### src/rtl/symm_rsqrt_scale.sv
// Row normaliser: bit-serial square root of each row sum, then restoring division of every element by its row norm.
// Optional macro SYMM_RSQRT_SAT_EN: saturate out-of-range quotients and report ovf (default: wrap, ovf tied 0).
module symm_rsqrt_scale #(
  parameter int W    = 26,
  parameter int FRAC = 22
) (
  input  logic                clk_rsqrt,
  input  logic                rstn_rsqrt,
  input  logic                en_rsqrt,
  input  logic signed [W-1:0] i11, i12, i13, i14,
  input  logic signed [W-1:0] i21, i22, i23, i24,
  input  logic signed [W-1:0] i31, i32, i33, i34,
  input  logic signed [W-1:0] i41, i42, i43, i44,
  input  logic signed [W-1:0] sum1, sum2, sum3, sum4,
  output logic signed [W-1:0] o11, o12, o13, o14,
  output logic signed [W-1:0] o21, o22, o23, o24,
  output logic signed [W-1:0] o31, o32, o33, o34,
  output logic signed [W-1:0] o41, o42, o43, o44,
  output logic                busy,
  output logic                done,
  output logic [3:0]          zero_flag,
  output logic                ovf
);

  localparam int SR = 2 * W + 2;
  localparam int CW = $clog2(W);

  typedef enum logic [1:0] {S_IDLE, S_SQRT, S_DIV, S_DONE} state_t;

  state_t              state;
  logic signed [W-1:0] x_in    [16];
  logic signed [W-1:0] sum_in  [4];
  logic signed [W-1:0] x_reg   [16];
  logic signed [W-1:0] sum_reg [4];
  logic        [W-1:0] root_reg[4];
  logic signed [W-1:0] res_buf [16];
  logic signed [W-1:0] res_nx  [16];
  logic signed [W-1:0] o_reg   [16];
  logic [3:0]          zf_buf;
  logic                ovf_buf;
  logic [CW-1:0]       bit_cnt;
  logic [1:0]          row_cnt;
  logic [3:0]          elem_cnt;

  // Square-root iteration state
  logic [SR-1:0]  s_rem, s_rem_cur, s_rem_sh, s_trial, s_rem_nx;
  logic [W-1:0]   s_root, s_root_cur, s_root_nx;
  logic [2*W-1:0] s_rad, s_rad_cur, s_rad_nx, rad_init;
  logic           s_pos, s_ge;

  // Division iteration state
  logic [SR-1:0]  d_rem, d_rem_cur, d_rem_nx, r_ext, rem1, rem1r, rem2;
  logic [2*W-1:0] d_dvd, d_dvd_cur, d_dvd_nx, dvd_init;
  logic [W:0]     d_acc, d_acc_cur, d_acc_nx;
  logic           d_stk, d_stk_cur, d_stk_nx, qb1, qb2, neg;
  logic [W-1:0]   d_root, ax, q_mag;
  logic signed [W-1:0] q_val;
  logic           q_ovf, ovf_nx, first, last_bit;

  assign x_in   = '{i11, i12, i13, i14, i21, i22, i23, i24,
                    i31, i32, i33, i34, i41, i42, i43, i44};
  assign sum_in = '{sum1, sum2, sum3, sum4};

  assign o11 = o_reg[0];  assign o12 = o_reg[1];  assign o13 = o_reg[2];  assign o14 = o_reg[3];
  assign o21 = o_reg[4];  assign o22 = o_reg[5];  assign o23 = o_reg[6];  assign o24 = o_reg[7];
  assign o31 = o_reg[8];  assign o32 = o_reg[9];  assign o33 = o_reg[10]; assign o34 = o_reg[11];
  assign o41 = o_reg[12]; assign o42 = o_reg[13]; assign o43 = o_reg[14]; assign o44 = o_reg[15];

  assign first    = (bit_cnt == '0);
  assign last_bit = (bit_cnt == CW'(W - 1));

  // The first cycle of each row/element works on freshly loaded operands instead of the registers.
  always_comb begin
    // NOTE: every always_comb output gets a default first, so no path leaves a latch behind.
    rad_init   = '0;
    s_pos      = !sum_reg[row_cnt][W-1] && (sum_reg[row_cnt] != '0);
    if (s_pos) rad_init = {{(W - FRAC){1'b0}}, sum_reg[row_cnt], {FRAC{1'b0}}};
    s_rad_cur  = first ? rad_init : s_rad;
    s_rem_cur  = first ? '0 : s_rem;
    s_root_cur = first ? '0 : s_root;
    s_rem_sh   = {s_rem_cur[SR-3:0], s_rad_cur[2*W-1 -: 2]};
    s_trial    = {{(SR - W - 2){1'b0}}, s_root_cur, 2'b01};
    s_ge       = (s_rem_sh >= s_trial);
    s_rem_nx   = s_ge ? s_rem_sh - s_trial : s_rem_sh;
    s_root_nx  = {s_root_cur[W-2:0], s_ge};
    s_rad_nx   = {s_rad_cur[2*W-3:0], 2'b00};
  end

  // Two restoring steps per cycle so the full 2W-bit dividend is consumed in W cycles;
  // quotient bits pushed out of the accumulator fold into a sticky overflow bit.
  always_comb begin
    d_root    = root_reg[elem_cnt[3:2]];
    neg       = x_reg[elem_cnt][W-1];
    ax        = neg ? W'(-x_reg[elem_cnt]) : x_reg[elem_cnt];
    dvd_init  = {{(W - FRAC){1'b0}}, ax, {FRAC{1'b0}}};
    d_dvd_cur = first ? dvd_init : d_dvd;
    d_rem_cur = first ? '0 : d_rem;
    d_acc_cur = first ? '0 : d_acc;
    d_stk_cur = first ? 1'b0 : d_stk;
    r_ext     = {{(SR - W){1'b0}}, d_root};
    rem1      = {d_rem_cur[SR-2:0], d_dvd_cur[2*W-1]};
    qb1       = (d_root != '0) && (rem1 >= r_ext);
    rem1r     = qb1 ? rem1 - r_ext : rem1;
    rem2      = {rem1r[SR-2:0], d_dvd_cur[2*W-2]};
    qb2       = (d_root != '0) && (rem2 >= r_ext);
    d_rem_nx  = qb2 ? rem2 - r_ext : rem2;
    d_acc_nx  = {d_acc_cur[W-2:0], qb1, qb2};
    d_stk_nx  = d_stk_cur | d_acc_cur[W] | d_acc_cur[W-1];
    d_dvd_nx  = {d_dvd_cur[2*W-3:0], 2'b00};
    q_mag     = d_acc_nx[W-1:0];
    q_ovf     = 1'b0;
    q_val     = '0;
`ifdef SYMM_RSQRT_SAT_EN
    if (d_root != '0) begin
      if (d_stk_nx | d_acc_nx[W] | d_acc_nx[W-1]) begin
        q_ovf = 1'b1;
        q_val = neg ? {1'b1, {(W - 1){1'b0}}} : {1'b0, {(W - 1){1'b1}}};
      end else begin
        q_val = neg ? -q_mag : q_mag;
      end
    end
`else
    if (d_root != '0) q_val = neg ? -q_mag : q_mag;
`endif
    res_nx           = res_buf;
    res_nx[elem_cnt] = q_val;
    ovf_nx           = ovf_buf | q_ovf;
  end

  always_ff @(posedge clk_rsqrt or negedge rstn_rsqrt) begin
    if (!rstn_rsqrt) begin
      state     <= S_IDLE;
      busy      <= 1'b0;
      done      <= 1'b0;
      zero_flag <= '0;
      ovf       <= 1'b0;
      zf_buf    <= '0;
      ovf_buf   <= 1'b0;
      bit_cnt   <= '0;
      row_cnt   <= '0;
      elem_cnt  <= '0;
      s_rem     <= '0;
      s_root    <= '0;
      s_rad     <= '0;
      d_rem     <= '0;
      d_dvd     <= '0;
      d_acc     <= '0;
      d_stk     <= 1'b0;
      // NOTE: these arrays are small register banks, not RAM, so resetting them is cheap and keeps aborted runs invisible.
      for (int i = 0; i < 16; i++) begin
        x_reg[i]   <= '0;
        res_buf[i] <= '0;
        o_reg[i]   <= '0;
      end
      for (int i = 0; i < 4; i++) begin
        sum_reg[i]  <= '0;
        root_reg[i] <= '0;
      end
    end else begin
      case (state)
        S_IDLE: begin
          if (en_rsqrt) begin
            // NOTE: state registers use non-blocking assignment so every flop samples pre-edge values.
            x_reg    <= x_in;
            sum_reg  <= sum_in;
            bit_cnt  <= '0;
            row_cnt  <= '0;
            elem_cnt <= '0;
            zf_buf   <= '0;
            ovf_buf  <= 1'b0;
            busy     <= 1'b1;
            state    <= S_SQRT;
          end
        end
        S_SQRT: begin
          s_rem  <= s_rem_nx;
          s_root <= s_root_nx;
          s_rad  <= s_rad_nx;
          if (first) zf_buf[row_cnt] <= ~s_pos;
          if (last_bit) begin
            root_reg[row_cnt] <= s_root_nx;
            bit_cnt           <= '0;
            row_cnt           <= row_cnt + 2'd1;
            if (row_cnt == 2'd3) state <= S_DIV;
          end else begin
            bit_cnt <= bit_cnt + CW'(1);
          end
        end
        S_DIV: begin
          d_rem <= d_rem_nx;
          d_dvd <= d_dvd_nx;
          d_acc <= d_acc_nx;
          d_stk <= d_stk_nx;
          if (last_bit) begin
            res_buf  <= res_nx;
            ovf_buf  <= ovf_nx;
            bit_cnt  <= '0;
            elem_cnt <= elem_cnt + 4'd1;
            if (elem_cnt == 4'd15) begin
              o_reg     <= res_nx;
              zero_flag <= zf_buf;
              ovf       <= ovf_nx;
              done      <= 1'b1;
              state     <= S_DONE;
            end
          end else begin
            bit_cnt <= bit_cnt + CW'(1);
          end
        end
        default: begin
          done  <= 1'b0;
          busy  <= 1'b0;
          state <= S_IDLE;
        end
      endcase
    end
  end

endmodule

### config.mk
export PLATFORM = sky130hd
export DESIGN_NAME = symm_rsqrt_scale
export DESIGN_NICKNAME = d
export VERILOG_FILES = /design/src/rtl/symm_rsqrt_scale.sv
export SDC_FILE = /design/constraint.sdc
export NUM_CORES = 2
export LEC_CHECK = 0
export ABC_CLOCK_PERIOD_IN_PS = 14540
export BUFFER_PORTS_ARGS = -buffer_cell sky130_fd_sc_hd__buf_2
export CORE_ASPECT_RATIO = 0.9
export CORE_UTILIZATION = 50
export CTS_CLUSTER_DIAMETER = 100
export CTS_CLUSTER_SIZE = 28
export DETAILED_ROUTE_END_ITERATION = 8
export MAX_ROUTING_LAYER = met4
export PLACE_DENSITY = 0.75
export SLEW_MARGIN = 20
export SYNTH_ARGS = -nofsm -noshare
export SYNTH_HDL_FRONTEND = slang
export SYNTH_SLANG_ARGS = --single-unit
### constraint.sdc
create_clock -name clk_rsqrt -period 14.54 [get_ports clk_rsqrt]
set_input_delay 0.727 -clock clk_rsqrt [delete_from_list [all_inputs] [get_ports clk_rsqrt]]
set_output_delay 0.727 -clock clk_rsqrt [all_outputs]
set_load 0.01 [all_outputs]
# After elaboration in Yosys (flattened, before gate mapping)

Cells that the tools add are included.

Register bits after elaboration: 1734

Add/sub/neg operators: 8
$lt $le $gt $ge: 10
Eq/ne operators: 11
Mux-type cells: 53
Bitwise logic cells: 6
Reductions and logical operators: 27

Operators by type and width:

| cell                 | number |
|---|---|
| $bwmux W416          | 1 |
| $mux W26             | 12 |
| $mux W52             | 4 |
| $mux W53             | 3 |
| $ge A54 B26 Y1       | 2 |
| $sub A53 B26 Y53     | 2 |
| $bmux W26 S2         | 2 |
| $bmux W26 S4         | 1 |
| $bwmux W104          | 1 |
| $demux W26 S4        | 1 |
| $ge A54 B28 Y1       | 1 |
| $demux W26 S2        | 1 |
| $neg A26 Y26         | 2 |
| $reduce_bool A26 Y1  | 2 |
| $sub A52 B28 Y52     | 1 |
| $mux W48             | 1 |
| $mux W24             | 1 |
| $pmux W4 S2          | 2 |
| $reduce_and A3 Y1    | 5 |
| $mux W2              | 7 |
| $mux W4              | 3 |
| $ne A2 B2 Y1 const B | 6 |
| $mux W5              | 2 |
| $pmux W5 S2          | 1 |
| 30 further kinds     | 51 |

# Longest topological paths before layout

Depth after elaboration: 16
Gate-level depth with buffers: 57
Depth with buffers taken out: 39

# Least setup slack after synthesis

No wires, ideal clock.

Kind: flip-flop to flip-flop
Start: register bit_cnt[0]
End: register o_reg (netlist bit o34[24])
Arrival: 11.412 ns
Required time: 14.407 ns
Setup slack: 2.995 ns
Cell stages (with the launch flop): 56
Buffers on the path: 17
Period minus slack after synthesis: 11.545 ns
Path through: dfrtp_1 > inv_1 > ha_1 > or4b_1 > buf_2 > buf_2 > clkbuf_1 > clkbuf_1 > clkbuf_1 > buf_1 > clkbuf_1 > buf_1 > clkbuf_1 > clkbuf_1 > clkbuf_1 > nand2_1 > ha_1 > inv_1 > [... 20 more ...] > nor4_1 > nand2_1 > o21ai_1 > buf_4 > buf_6 > buf_4 > buf_2 > ha_1 > o21ai_0 > o21bai_1 > o21bai_1 > o21ai_0 > a21oi_1 > o211ai_1 > clkbuf_1 > nor2_1 > a21oi_1 > o21ai_0

Word-level cells in the longest chain between the ends: 11

Ends and longest elaborated chain:

| element                                     | line   | source |
|---|---|---|
| start: declaration                          | 41     | `logic [CW-1:0] bit_cnt;` |
| start signal: assignment                    | 186    | `bit_cnt <= bit_cnt + CW'(1);` |
| start signal: assignment                    | 207    | `bit_cnt <= bit_cnt + CW'(1);` |
| $logic_not A5 Y1                            | 69     | `assign first = (bit_cnt == '0);` |
| $mux W52 / $mux W53 (equally long branches) | 96, 97 |  |
| $ge A54 B26 Y1                              | 102    | `qb1 = (d_root != '0) && (rem1 >= r_ext);` |
| $logic_and A1 B1 Y1                         | 102    |  |
| $mux W53                                    | 103    | `rem1r = qb1 ? rem1 - r_ext : rem1;` |
| $ge A54 B26 Y1                              | 105    | `qb2 = (d_root != '0) && (rem2 >= r_ext);` |
| $logic_and A1 B1 Y1                         | 105    |  |
| $neg A26 Y26                                | 123    | `if (d_root != '0) q_val = neg ? -q_mag : q_mag;` |
| $mux W26 (2 in a row)                       | 123    |  |
| $bwmux W416                                 | 126    | `res_nx[elem_cnt] = q_val;` |
| end signal: assignment                      | 200    | `o_reg <= res_nx;` |
| end: declaration                            | 38     | `logic signed [W-1:0] o_reg [16];` |

Several ways; a longest one is shown, not always the timed one.
A chain may end at the register's enable or synchronous reset.

# Worst setup path in the final report

Start: register bit_cnt[0]
End: register o_reg (netlist bit o23[22])

The elaborated chain is that of the path after synthesis.

==> results.py <==
metrics = {
    "place": {
        "place_congestion": 0.967,
        "io_buffer_count": 944,
        "post-dp-hpwl_um": 174000,
        "dp_slack_ns": 3.55,
        "place_area_mm2": 0.0842,
        "place_inst": 10113,
    },
    "clocking": {
        "htree_levels": 3,
        "cts_root_buf": "clkbuf_16",
        "cts_tree": "done",
        "ctsResizeCount": 0,
        "numCtsBuffers": 72,
        "clkTransAtPathRegs_ns": 0.11,
        "clock_latency_ns": 0.75,
        "clockBufferDepth": 3,
        "clkSinkCount": 1664,
    },
    "timing": {
        "worst_slack_ns": 3.48,
        "finalSetupViolCount": 0,
        "slew_headroom_pct": 23.9,
        "fin_skew_ns": 0.0467,
        "fin_crit_sh_pct": 76.1,
        "holdWs_ns": 0.194,
        "finalSetupTns_ns": 0,
        "worstMarginPinSlew_ns": 1.14,
        "fmax_mhz": 90.4,
        "hold_viol": 0,
        "slew_viol_final": 0,
        "min_period_ns": 11.06,
        "rsz0062_at_grt": "no",
    },
    "setup_path": {
        "critical-path-top-delay-family": "compound AO/OA/AOI/OAI gates",
        "start_kind": "register",
        "cp_slowest_cell": "nand2_1",
        "critPathMostFrequentCell": "o21ai_0",
        "r2r_start": "bit_cnt[0]$_DFFE_PN0P_",
        "cp_num_buf_inv": 6,
        "cp_max_fo": 60,
        "arrival_ns": 11.65,
        "criticalPathCategory": "reg -> reg",
        "critPathLaunch": "bit_cnt[0]$_DFFE_PN0P_",
        "max_stage_delay_ns": 0.78,
        "cp.required_ns": 15.13,
        "end_kind": "register",
    },
    "synthesis": {
        "yosys_warnings": 0,
        "synth-edff-count": 0,
        "synth_seq_cells": 1664,
        "synth_cell_type_count": 103,
        "synth_top_flop_cell": "dfrtp_1",
        "ys_seq_area_share_pct": 53.4,
        "yosys-top-cells-area": "dfrtp_1, mux2_2, nand2_1",
        "yosys.area.top_type_share_pct": 53.4,
        "syn_inst": 7546,
        "synthArstFlopShare_pct": 100,
        "yosysTopAreaCell": "dfrtp_1",
        "syn_area_mm2": 0.0780,
        "avgSynthCellArea_um2": 10.3,
        "syn_nets": 8168,
    },
    "die": {
        "core_mm2": 0.155,
        "dieArea_mm2": 0.158,
        "start_util_pct": 50.3,
        "die_h_um": 377,
        "rows": 137,
        "die_w_um": 418,
        "io_pins": 946,
    },
    "route": {
        "drc": 0,
        "first_pass_iters": 6,
        "wire_per_inst_um": 23.8,
        "avgViaCountPerCell": 5.86,
        "ant_nets": 0,
        "drt_iter0_markers": 5899,
        "wl_um": 244000,
        "vias": 60262,
    },
    "layout": {
        "nets": 8725,
        "final_core_util_pct": 55.8,
        "multi_input_area_mm2": 0.0339,
        "ff_latch_area_mm2": 0.0417,
        "final_cell_mix": "dfrtp_1, nand2_1, buf_2",
        "layout_commonest_cell": "dfrtp_1",
        "areaGrowthSynthToFinish_pct": 10.9,
        "final_cells": 10281,
        "post-route-cell-area_mm2": 0.0865,
        "drive_above_1_share_pct": 24.4,
        "n_fill_cell": 13440,
        "largest_reg_flops": 416,
    },
    "global_route": {
        "grt_pass1_vias": 58348,
        "grt_overflow_total": 0,
        "grt_max_degree": 263,
        "grt_use_total_pct": 31.4,
        "grt_pass1_wl_um": 365000,
        "grt_antenna_before_repair": 81,
    },
    "pwr": {
        "p_leak_nw": 42.3,
        "max-vdd-ir-drop_v": 0.0000872,
        "powerDensity_mw_per_mm2": 84.1,
        "report.power.total_mw": 7.27,
    },
    "job": {
        "maxCapViolCount": 0,
    },
    "run_status": {
        "status": "finished, final reports clean",
    },
    "hold_path": {
        "hold_class": "in -> reg",
        "min-delay-start": "i42[19]",
    },
}
[worst paths after layout]
path	to	slack, ns	depth (start not counted)
min reg2reg	o23[23]$_DFFE_PN0P_	0.47	2
max in group asynchronous	s_rad[46]$_DFFE_PN0P_	10.82	5
max reg2reg	o23[22]$_DFFE_PN0P_	3.48	39
max	o23[22]$_DFFE_PN0P_	3.48	39
min in group asynchronous	o11[4]$_DFFE_PN0P_	0.52	2
min	x_reg[71]$_DFFE_PN0P_	0.19	2
[metal layers]
metal  GRT usage [%]  vias to the layer above  wire length, um
met3            5.02                      567            15200
met2            48.0                     2349           115000
met5               -                        -                0
met4            21.4                        0            18600
met1            38.6                    29956            95100
li1                -                    27390                -
[report_power, final]
group / leakage [nW] / total [mW] / switching, mW / internal, mW
combinational: 18.1 / 0.173 / 0.118 / 0.0553
sequential: 23.2 / 4.63 / 0 / 4.63
clock: 0.999 / 2.47 / 1.52 / 0.950
[area by class of cell]
| class | instances | share of cell area, % |
|---|---|---|
| flip-flops and latches | 1664 | 48.2 |
| well taps | 2085 | 3.02 |
| clock inverters | 12 | 0.242 |
| inverters | 127 | 0.551 |
| diodes | 80 | 0.231 |
| multi-input cells | 5195 | 39.2 |
| clock buffers | 75 | 2.15 |
| repair buffers | 1043 | 6.47 |
[cell families after synthesis]
kind of cell	after synthesis	share of synthesized area (%)
flops	1664	53.4
simple gates	2421	13.4
xor+xnor	142	1.59
compound gates	1751	12.7
other cells	1	0.00481
fa+ha+maj	99	1.61
buf+inv	687	3.48
mux	781	13.9
[cells in the mapped netlist, types with 34 or more instances]
master and count:
a21o_1 43, nor2_1 531, ha_1 97, o211ai_1 34, mux4_2 181, mux2_2 583
xor2_1 51, a21oi_1 518, nand2_1 1286, and3_1 48, dfrtp_1 1664, nand3_1 229
nor4_1 40, xnor2_1 91, o21ai_0 858, and2_1 61, nor3_1 69, inv_1 125
a22o_1 51, clkbuf_1 475
[timing repair]
item,CTS,global route
setup buffers,0,0
endpoints found under the setup margin,0,0
hold endpoints to repair,80,0
hold buffers,1,0
Note: power is estimated with default switching activity, not from simulation.
